**src/rtl/updown_counter_pkg.sv**
```systemverilog
// Shared definitions for the up/down counter bank.
// Latency: n/a (types and constants only).
// Backpressure: n/a.
package updown_counter_pkg;

    typedef logic [1:0] mode_t;

    localparam mode_t MODE_UP     = 2'b00;
    localparam mode_t MODE_DOWN   = 2'b01;
    localparam mode_t MODE_BOUNCE = 2'b10;
    localparam mode_t MODE_HOLD   = 2'b11;

endpackage

```
**src/rtl/updown_counter_chan.sv**
```systemverilog
// One up/down/bounce counter channel with load, wrap/saturate and terminal-count pulse.
// Latency: 1 cycle, all outputs registered.
// Backpressure: none; a step is taken on every enabled edge.
module updown_counter_chan
    import updown_counter_pkg::*;
#(
    parameter int WIDTH    = 4,
    parameter bit RST_DOWN = 1'b0
) (
    input  logic             clk_i,
    input  logic             rst_i,
    input  logic             en_i,
    input  logic [1:0]       mode_i,
    input  logic             sat_i,
    input  logic             load_i,
    input  logic [WIDTH-1:0] load_val_i,
    output logic [WIDTH-1:0] count_o,
    output logic             tc_o,
    output logic             dir_o
);

    localparam logic [WIDTH-1:0] MAX  = '1;
    localparam logic [WIDTH-1:0] ZERO = '0;
    localparam logic [WIDTH-1:0] ONE  = {{(WIDTH-1){1'b0}}, 1'b1};

    logic [WIDTH-1:0] count_q, count_d;
    logic             dir_q, dir_d;
    logic             tc_q, tc_d;
    logic             step_up;

    // Next-state: load beats step; tc only when a step moves the count onto its terminal value.
    always_comb begin
        count_d = count_q;
        dir_d   = dir_q;
        tc_d    = 1'b0;
        step_up = dir_q;
        if (load_i) begin
            count_d = load_val_i;
        end else if (en_i && (mode_i != MODE_HOLD)) begin
            case (mode_i)
                MODE_UP: begin
                    dir_d = 1'b1;
                    if (count_q == MAX) begin
                        count_d = sat_i ? MAX : ZERO;
                    end else begin
                        count_d = count_q + ONE;
                    end
                    // Only an increment from MAX-1 arrives at MAX; a saturated hold does not re-pulse.
                    tc_d = (count_q == (MAX - ONE));
                end
                MODE_DOWN: begin
                    dir_d = 1'b0;
                    if (count_q == ZERO) begin
                        count_d = sat_i ? ZERO : MAX;
                    end else begin
                        count_d = count_q - ONE;
                    end
                    tc_d = (count_q == ONE);
                end
                MODE_BOUNCE: begin
                    // Sitting on a bound while pointing outward: turn around before stepping.
                    if (count_q == MAX) begin
                        step_up = 1'b0;
                    end else if (count_q == ZERO) begin
                        step_up = 1'b1;
                    end
                    count_d = step_up ? (count_q + ONE) : (count_q - ONE);
                    if (count_d == MAX) begin
                        dir_d = 1'b0;
                    end else if (count_d == ZERO) begin
                        dir_d = 1'b1;
                    end else begin
                        dir_d = step_up;
                    end
                    tc_d = (count_d == MAX) || (count_d == ZERO);
                end
                default: begin
                end
            endcase
        end
    end

    // State registers with synchronous reset to the per-channel initial direction.
    always_ff @(posedge clk_i) begin
        if (rst_i) begin
            count_q <= RST_DOWN ? MAX : ZERO;
            dir_q   <= ~RST_DOWN;
            tc_q    <= 1'b0;
        end else begin
            count_q <= count_d;
            dir_q   <= dir_d;
            tc_q    <= tc_d;
        end
    end

    assign count_o = count_q;
    assign tc_o    = tc_q;
    assign dir_o   = dir_q;

endmodule

```
**src/rtl/updown_counter_bank.sv**
```systemverilog
// Bank of independent up/down counters; slices the packed vectors per channel.
// Latency: 1 cycle, all outputs registered.
// Backpressure: none.
module updown_counter_bank
    import updown_counter_pkg::*;
#(
    parameter int                  WIDTH     = 4,
    parameter int                  CHANNELS  = 2,
    parameter logic [CHANNELS-1:0] DOWN_INIT = 2'b10
) (
    input  logic                      clk_i,
    input  logic                      rst_i,
    input  logic [CHANNELS-1:0]       en_i,
    input  logic [2*CHANNELS-1:0]     mode_i,
    input  logic [CHANNELS-1:0]       sat_i,
    input  logic [CHANNELS-1:0]       load_i,
    input  logic [WIDTH*CHANNELS-1:0] load_val_i,
    output logic [WIDTH*CHANNELS-1:0] count_o,
    output logic [CHANNELS-1:0]       tc_o,
    output logic [CHANNELS-1:0]       dir_o
);

    // One channel per slice; channels share only the clock and reset.
    for (genvar i = 0; i < CHANNELS; i++) begin : g_chan
        updown_counter_chan #(
            .WIDTH    (WIDTH),
            .RST_DOWN (DOWN_INIT[i])
        ) u_chan (
            .clk_i      (clk_i),
            .rst_i      (rst_i),
            .en_i       (en_i[i]),
            .mode_i     (mode_i[2*i +: 2]),
            .sat_i      (sat_i[i]),
            .load_i     (load_i[i]),
            .load_val_i (load_val_i[WIDTH*i +: WIDTH]),
            .count_o    (count_o[WIDTH*i +: WIDTH]),
            .tc_o       (tc_o[i]),
            .dir_o      (dir_o[i])
        );
    end

endmodule

```
**config.mk**
```make
export PLATFORM = sky130hd
export DESIGN_NAME = updown_counter_bank
export DESIGN_NICKNAME = d
export VERILOG_FILES = /design/src/rtl/updown_counter_pkg.sv /design/src/rtl/updown_counter_chan.sv /design/src/rtl/updown_counter_bank.sv
export SDC_FILE = /design/constraint.sdc
export NUM_CORES = 1
export LEC_CHECK = 0
export CAP_MARGIN = 15
export CORE_UTILIZATION = 40
export CTS_CLUSTER_DIAMETER = 30
export DETAILED_ROUTE_END_ITERATION = 12
export GPL_TIMING_DRIVEN = 0
export SLEW_MARGIN = 20
export SYNTH_ARGS = -nofsm -noshare
export SYNTH_HDL_FRONTEND = slang
export SYNTH_SLANG_ARGS = --single-unit
```
**constraint.sdc**
```tcl
create_clock -name clk_i -period 3.87 [get_ports clk_i]
set_input_delay 0.774 -clock clk_i [delete_from_list [all_inputs] [get_ports clk_i]]
set_output_delay 0.774 -clock clk_i [all_outputs]
set_load 0.005 [all_outputs]
```
==> impl_results.md, run 1 <==
* Status: finished with violations
* Failing checks: design-rule violations
* Post-Synth XOR/XNOR Area at less than 1%
* Final Hold Vio Count at 0
* Synth area leader: dfxtp_1
* CTS sink count at 12
* Async SR Flop Fraction at 0%
* CTS buffer count at 3
* Final slew viol count at 0
* Leak Pwr at about 0.00090 uW
* Syn nets at 298
* N_diodes at 0
* Largest family of logic cells by synthesized area: compound AO/OA/AOI/OAI gates
* First-pass GRT wire length at around 9200 um
* RePlAce Congestion at around 0.91
* Commonest cells after routing, fill and taps aside: clkdlybuf4s50_1 (30), ha_1 (18), nor2_1 (17)
* Worst-skew pair later-pin latency at about 250 ps
* Die Ht at a little over 70 um
* Design area at 0.002311 mm2
* Hold Path Class: reg -> reg
* Most common cell after layout, fill and taps aside: clkdlybuf4s50_1
* Synth Area in Compound Gates at between 30% and 40%
* Synth top area share at around 13%
* CP Buf/Inv Count at 3
* Rows at 24
* Layout cells sized above 1 at between 8 and 9%
* Hold_buf cts at 0
* Mapped Cells at 260
* Synth warnings at 0
* RSZ-0062 raised after global routing: false
* Port-buffer cells at 30
* Routed via count at around 2200
* Wire length per cell at 16.00 um
* Crit share post-route at a little over four fifths
* Main synth FF type: dfxtp_1
* Total GRT Usage at a little under a quarter
* Hold_ws at ~720 ps
* Gate power share at 50.5%
* Final setup fails at 0
* Required time at the worst-slack endpoint at just over 4000 ps
* Worst setup SP type: input pin
* Setup TNS at 0 ps
* Post-route DRC at 2
* CP delay by family, top: buffers and inverters
* Post-Place Worst Slack at ~420 ps
* Die Wd at 70.75 um
* Vias in the first global route at 1823
* Initial Util at between 40% and 50%
* Clk_skew at between 10 and 15 ps
* Quantity of gates resized following cts at 0
* Largest cells by area after synthesis: dfxtp_1 (13%), ha_1 (12%), a21oi_1 (4.2%), nor2_1 (3.4%), nor3_1 (3.2%)
* Slew headroom at roughly three fifths
* Via/cell ratio at a little over 6
* Post-synthesis mux area share at 2.912%
* Simple-gate share of the synthesized area at between 30% and 40%
* Final WL at 5535 um
* Post-synthesis sequential area ratio at roughly 13%
* Clk slew on worst S/H paths at 60 ps
* PD cells at between 200 and 300 mW/mm2
* NumNets Final at about 330
* Area of the die at around 0.0050 mm2
* Starting DRT DRC Count at a little under 300
* Reg power frac at between 20% and 30%
* Switch share at 39.79%
* Slowest cell on crit path: clkdlybuf4s50_1
* Core area at approximately 0.0044 mm2
* GRT overflow at 0
* Area grow syn2layout at 22.24%
* CP max FO at 9
* CP peak stage delay at between 500 and 600 ps
* Setup Fix Bufs, Post-CTS at 0
* Worst setup margin at approximately 630 ps
* Mapped cell area at 0.001891 mm2
* Placed Area at roughly 0.0023 mm2
* Post-synthesis register bit count at 12
* Synth unique cells at 63
* Initial antenna violation count at 0
* Critical Path Sink Type: flip-flop
* DP HPWL at roughly 4200 um
* Peak Freq at about 310 MHz
* Clock share of power at 24.2%
* Routed Antenna Nets at 0
* VDD IR max at 0.0001358 V
* # IOs at 32
* CTS root buffer: clkbuf_8
* EDFF count, synth at 0
* First drt pass iteration count at 9
* Crit path cell chain: clkdlybuf4s50_1, inv_1, ha_1, clkbuf_1, nor2_1, o21bai_1, nor2_1, or4_1, o21ai_0
* Crit Path Class: in -> reg
* Data arrival, critical path at around 3400 ps
* CTS tree: done
* Maximum clock path buffer count at 2
* Switch Pwr at about 230 uW
* Power Internal at 349.8 uW
* Crit path top cell by count: nor2_1
* Actual slew at the worst max-slew pin at between 600 and 700 ps
* Fin crit period at between 3000 and 4000 ps
* Avg Inst Size Synth at around 7.3 um2
* Area share of fa/ha/maj cells after synthesis at 11.91%
* Largest net degree at the start of global routing at 11
* Max Cap Violations at 0
* Total Power at about 580 uW
* H-tree Lvls at 1
metrics by stage:
| step | utilization, % | cells |
|---|---|---|
| floorplan | - | 260 |
| finish | 52.00 | 346 |
| CTS | 52.00 | 346 |
| global route | 52.00 | 346 |
| detailed placement | 50.76 | 342 |
| global placement | 50.76 | 342 |
tightest hold or removal path: cells and delay by family, from the launching register on:
| family | cells | cell delay (ps) |
|---|---|---|
| DFF | 1 | 390 |
| AOI/OAI and AO/OA | 2 | 150 |
| buffers and inverters | 1 | 150 |
registers in the layout, indices dropped and copies added, names as in the netlist:
| register | flops |
|---|---|
| g_chan.u_chan.count_o | 8 |
| g_chan.u_chan.dir_o | 2 |
| g_chan.u_chan.tc_o | 2 |
worst paths after layout:
path                                from                     endpoint  slack [ps]  cells past startpoint
min          g_chan[1].u_chan.count_o[1]  g_chan[1].u_chan.count_o[1]         720                      3
max reg2reg  g_chan[0].u_chan.count_o[0]        g_chan[0].u_chan.tc_o         840                      9
min reg2reg  g_chan[1].u_chan.count_o[1]  g_chan[1].u_chan.count_o[1]         720                      3
max                            mode_i[0]  g_chan[0].u_chan.count_o[3]         630                      9
routing by layer:
metal | track usage [%] | vias to the layer above | wire (um)
met5 | 0 | - | 0
met4 | 5.556 | 0 | 47
met3 | 4.274 | 6 | 543
met2 | 30.02 | 117 | 2182
met1 | 36.65 | 980 | 2762
li1 | - | 1054 | -
Yosys cell counts (3+ instances only):
master     count
a311o_1        3
buf_2          3
a21o_1         3
and3_1         4
o21bai_1       3
or3b_2         3
nor4_1         3
nor3_1        12
a2111oi_0      3
nor2_1        17
a211oi_1       6
o221ai_1       3
nand2b_1       5
nand3_1        8
dfxtp_1       12
a31oi_1        5
clkbuf_1      15
or3_1          5
a221oi_1       4
ha_1          18
a21oi_1       16
inv_1         16
o211ai_1       3
nand2_1       15
o21ai_0       12
o31a_1         3
or4_1          6
nor2b_1        5
buf_4          4
layout make-up:
cell class	count	area, um2
multi-input combinational	207	1463
timing repair buffer	30	300.3
inverter	16	60.06
buffer	25	127.6
sequential	12	240.2
clock buffer	4	55.05
tap	52	65.06
fill	457	2133
power groups by stage:
stage | clock (uW) | sequential [uW] | combinational, uW
2_1_floorplan | 0 | 147 | 193
3_3_place_gp | 0 | 150 | 289
3_5_place_dp | 0 | 150 | 286
4_1_cts | 144 | 147 | 287
5_1_grt | 149 | 149 | 324
6_report | 140 | 147 | 293
kinds of logic (layout without fill, tap and decap cells):
logic type                 count (synthesis)  after routing
AOI/OAI and AO/OA                         83             83
xor gates and xnor gates                   1              1
adders and majority gates                 18             18
buffers and inverters                     41             75
DFF                                       12             12
muxes                                      4              4
and+or+nand+nor                          101            101
Note: power is estimated with default switching activity, not from simulation.
==> inputs of run 2 (changes only) <==
==> constraint.sdc (replaced) <==
create_clock -name clk_i -period 3.09 [get_ports clk_i]
set_input_delay 0.618 -clock clk_i [delete_from_list [all_inputs] [get_ports clk_i]]
set_output_delay 0.618 -clock clk_i [all_outputs]
set_load 0.005 [all_outputs]
==> run 2 against run 1 <==
Compared with the run above: the run still ends with design-rule violations left; clock power up 25%; register-to-register slack got worse by 560 ps; clock skew decreased by 0.52 ps; cell count unchanged; count of clock-buffer cells in the layout did not move; sequential cell count did not move; hold slack worse by 77 ps.
==> impl_results.md, run 2 (same netlist as run 1, synthesis figures left out) <==
* Required time at the worst-slack endpoint at ~3300 ps
* Final setup fails at 0
* Peak Freq at approximately 350 MHz
* PD cells at between 300 and 400 mW/mm2
* NumNets Final at 333
* DP HPWL at around 4200 um
* Port-buffer cells at 30
* Actual slew at the worst max-slew pin at roughly 530 ps
* Final slew viol count at 0
* GRT overflow at 0
* CP delay by family, top: buffers and inverters
* Max reg flops at 8
* # IOs at 32
* Wire length per cell at about 16 um
* Placed Area at between 0.002 and 0.0025 mm2
* Worst setup margin at around 210 ps
* Max Cap Violations at 0
* # fillers at between 400 and 500
* Total GRT Usage at ~23%
* Routed Antenna Nets at 0
* CTS root buffer: clkbuf_8
* CTS tree: done
* Critical Path Sink Type: flip-flop
* N_diodes at 0
* Area of the die at between 0.005 and 0.006 mm2
* Rows at 24
* Multi-input logic area at roughly 0.0015 mm2
* RSZ-0062 raised after global routing: false
* Status: finished with violations
* H-tree Lvls at 1
* Crit path cell chain: clkdlybuf4s50_1, inv_1, ha_1, clkbuf_1, nor2_1, o21bai_2, nor2_1, or4_1, o21ai_0
* Final core utilization at 52.20%
* Layout cells sized above 1 at 9.184%
* Slew headroom at about two thirds
* CP Buf/Inv Count at 3
* Largest net degree at the start of global routing at 11
* Slowest cell on crit path: clkdlybuf4s50_1
* Fin crit period at 2875 ps
* Crit Path Class: in -> reg
* Maximum clock path buffer count at 2
* Initial antenna violation count at 0
* Crit path top cell by count: nor2_1
* Vias in the first global route at between 1500 and 2000
* Routed via count at 2149
* Post-route DRC at 2
* Worst-skew pair later-pin latency at 250 ps
* Clk slew on worst S/H paths at roughly 60 ps
* Starting DRT DRC Count at 269
* Leak Pwr at roughly 0.0009 uW
* Worst reg2reg path depth at 9
* Most common cell after layout, fill and taps aside: clkdlybuf4s50_1
* Die Wd at 70.75 um
* Failing checks: design-rule violations
* CP Depth at 9
* Commonest cells after routing, fill and taps aside: clkdlybuf4s50_1 (30), ha_1 (18), nor2_1 (17)
* Initial Util at between 40% and 50%
* Via/cell ratio at 6.211
* Hold Path Class: in -> reg
* Hold_buf cts at 0
* Final WL at approximately 5500 um
* Core area at around 0.0044 mm2
* Design area at around 0.0023 mm2
* Hold_ws at roughly 640 ps
* CTS buffer count at 3
* Final Hold Vio Count at 0
* Crit share post-route at 93.05%
* Data arrival, critical path at about 3000 ps
* VDD IR max at 0.0001696 V
* First-pass GRT wire length at between 9000 and 10000 um
* First drt pass iteration count at 9
* RePlAce Congestion at 0.9056
* CTS sink count at 12
* Hold Path Stages at 3
* Die Ht at between 70 and 80 um
* Reg area at about 240 um2
* Worst setup SP type: input pin
* Area grow syn2layout at 22.70%
* CP peak stage delay at 540 ps
* CP max FO at 9
* Clk_skew at around 14 ps
* Post-Place Worst Slack at -199.4 ps
run 2: metrics by stage:
step                TNS [ps]  power [uW]  cells
finish                     0       727.2    346
global placement      -262.0       549.2    342
floorplan                  0       426.0    260
global route               0       781.8    346
detailed placement    -229.0       545.2    342
CTS                        0       723.9    346
run 2: worst paths after layout:
kind              slack [ps]                     endpoint                         from
setup / recovery         210  g_chan[0].u_chan.count_o[3]                    mode_i[0]
hold / removal           640  g_chan[1].u_chan.count_o[3]                    load_i[1]
setup reg to reg         280        g_chan[0].u_chan.tc_o  g_chan[0].u_chan.count_o[1]
hold reg to reg          720  g_chan[1].u_chan.count_o[1]  g_chan[1].u_chan.count_o[1]
run 2: layout make-up:
type | instances | share of cell area, %
well taps | 52 | 2.805
plain buffers | 25 | 5.556
flip-flops and latches | 12 | 10.36
clock buffers | 4 | 2.373
repair buffers | 30 | 12.95
multi-input cells | 207 | 63.38
inverters | 16 | 2.589
run 2: report_power, final:
part | internal [uW] | switching (uW)
clock | 113 | 62.0
combinational | 160 | 209
sequential | 167 | 17.1
run 2: tightest hold or removal path, cell delays in order:
cell	delay (ps)
buf_6	100
a221oi_1	80
nand2_1	70
run 2: layer usage:
| metal | vias to the layer above | GRT usage [%] | part of all wire (%) |
|---|---|---|---|
| met5 | - | 0 | 0 |
| met4 | 0 | 5.556 | 1.2 |
| met3 | 12 | 4.274 | 9.7 |
| met2 | 115 | 30.02 | 38 |
| met1 | 971 | 36.65 | 51 |
| li1 | 1051 | - | - |
run 2: timing repair:
item	4_1_cts	5_1_grt
resized for setup	0	4
endpoints found under the setup margin	0	3
buffers inserted	0	0
endpoints found under the hold margin	0	0
==> RTL change, RTL diff (config.mk and constraints of run 2) <==
`WIDTH` is set to 4 in 2 places; all go to 5.
--- a/src/rtl/updown_counter_chan.sv
+++ b/src/rtl/updown_counter_chan.sv
@@ -4,7 +4,7 @@
 module updown_counter_chan
     import updown_counter_pkg::*;
 #(
-    parameter int WIDTH    = 4,
+    parameter int WIDTH    = 5,
     parameter bit RST_DOWN = 1'b0
 ) (
     input  logic             clk_i,
--- a/src/rtl/updown_counter_bank.sv
+++ b/src/rtl/updown_counter_bank.sv
@@ -4,7 +4,7 @@
 module updown_counter_bank
     import updown_counter_pkg::*;
 #(
-    parameter int                  WIDTH     = 4,
+    parameter int                  WIDTH     = 5,
     parameter int                  CHANNELS  = 2,
     parameter logic [CHANNELS-1:0] DOWN_INIT = 2'b10
 ) (
Ports: changed (resized count_o and load_val_i); port bits go from 32 to 36. No check against the original RTL was run, so the function may have changed too.
==> RTL change against run 2 <==
- setup slack got worse by 0.55 ps
- sequential power increased by 21%
- power increased by 10%
- synthesized cell count increased by 2.3%
- clock power increased by 7%
- global-route usage increased by 0.21 points
- synthesized area increased by 2.0%
- critical path depth increased by 1
- non-clock buffer count decreased by 2
- design area increased by 3.6%
- sequential cell count increased by 2
- wire length increased by 2.0%
- critical endpoint is now g_chan[0].u_chan.tc_o$_SDFF_PP0_
==> RTL change: results (changes against run 2) <==
| Metric | Value |
|---|---|
| Fraction of area in multi-input gates | `62.1% (-1.3 points)` |
| Setup bufs post-CTS | `0 (unchanged)` |
| Invs w/o clock | `17 (+1)` |
| Vias per Instance | `5.82 (-6.3%)` |
| Grt met1 use | `35.5% (-1.1 points)` |
| Slowest stage cell, crit path | `or4b_4` |
| Vias in the first global route | `1,916 (+5.1%)` |
| Total routed wirelength | `5.58 mm (+2.0%)` |
| Worst Tran Pin Value | `579 ps (+52.8 ps)` |
| Status | `finished clean` |
| Hpwl dp | `4.32 mm (+4.1%)` |
| Most used flip-flop cell after synthesis | `dfxtp_1` |
| Largest register FFs | `10 (+2)` |
| Die Wd | `71.4 um (+0.96%)` |
| #MultiIn Comb | `215 (+3.9%)` |
| Total GRT Usage | `22.9% (+0.21 points)` |
| DRT Pass-1 Iters | `4 (-5)` |
| Most frequent cells after synthesis | `24 x nand2_1, 22 x ha_1, 20 x nor2_1` |
| Non-Clock Buffer Count | `53 (-3.6%)` |
| Post-synthesis sequential area ratio | `14.5% (+1.8 points)` |
| Instance area after placement | `0.00233 mm2 (+3.4%)` |
| Ranking of synthesized cells by area | `dfxtp_1 15%, ha_1 14%, o21ai_0 4.7%` |
| Layout clock area frac | `2.29% (-0.083 points)` |
| Signal buf overhead | `18.6% (+0.083 points)` |
| Port Buffers | `34 (+13%)` |
| Max incr delay on CP | `530 ps` |
| Crit path to | `g_chan[0].u_chan.tc_o$_SDFF_PP0_` |
| Leakage | `0.978 nW (+7.4%)` |
| Post-Place Setup Slack | `-137 ps (+62.8 ps)` |
| Layout cells sized above 1 | `10.2% (+1.0 points)` |
| Register-to-Register Path Depth | `10 (+1)` |
| Met3 GRT Util | `3.66% (-0.62 points)` |
| Post-synth cell types | `56 (-11%)` |
| VDD IR max | `0.000246 V (+45%)` |
| Number of cells on the worst hold path | `2 (-1)` |
| Worst endpoint data arrival time | `3050 ps (about the same)` |
| Final Instance Count excl. Fillers | `355 (+2.6%)` |
| Syn_nets | `310 (+4.0%)` |
| Clk root buf | `clkbuf_8` |
| Hold Startpoint | `g_chan[1].u_chan.dir_o$_SDFFE_PP0P_` |
| Hold crit path type | `register to register` |
| Final Util | `53.4% (+1.2 points)` |
| First-pass GRT wire length | `9.25 mm (+0.53%)` |
| Initial DRC Count | `218 (-19%)` |
| Initial antenna violation count | `0 (unchanged)` |
| Post-CTS sizing | `1 (+1)` |
| RR Startpoint | `g_chan[0].u_chan.count_o[0]$_SDFFE_PP0P_` |
| Filler cells | `477 (+4.6%)` |
| Placed Instances | `352 (+2.9%)` |
| Hold endpoint | `g_chan[1].u_chan.dir_o$_SDFFE_PP0P_` |
| Clock skew | `6.82 ps (-6.80 ps)` |
| Fraction of area in registers | `11.7% (+1.4 points)` |
| #FFs+latches synth | `14 (+2)` |
| Worst setup margin | `214 ps (-0.551 ps)` |
| Global placement routability congestion | `0.951 (+5.0%)` |
| Critical path type | `register to register` |
| Met2 usage | `32.9% (+2.9 points)` |
RTL change: layer usage:
metal	vias to the layer above	wire length [um]	share of wire (%)
met5	-	0	0
met4	0	63	1.1
met3	8	394	7.1
met2	89	2240	40
met1	932	2880	52
li1	1036	-	-
RTL change: cell families (layout without fill, tap and decap cells):
logic type,Yosys count,after routing,synth area share [%]
AOI/OAI and AO/OA,78,78,28.1
xor gates and xnor gates,11,11,5.00
DFF,14,14,14.5
buffers and inverters,37,74,8.76
and+or+nand+nor,100,100,27.2
muxes,4,4,2.14
adders and majority gates,22,22,14.3
RTL change: where the power goes:
part           internal [mW]  switching, mW  leakage (nW)
clock                  0.113         0.0737        0.0288
combinational          0.175          0.217         0.833
sequential             0.196         0.0275         0.116
RTL change: worst max-delay path, delay by kind of cell (launching register included):
family | cells | cell delay (ps)
flip-flops | 1 | 350
AND/OR/NAND/NOR | 2 | 720
buffers and inverters | 2 | 440
AO/OA/AOI/OAI | 4 | 700
adder cells (fa/ha/maj) | 1 | 260
multiplexers | 1 | 320
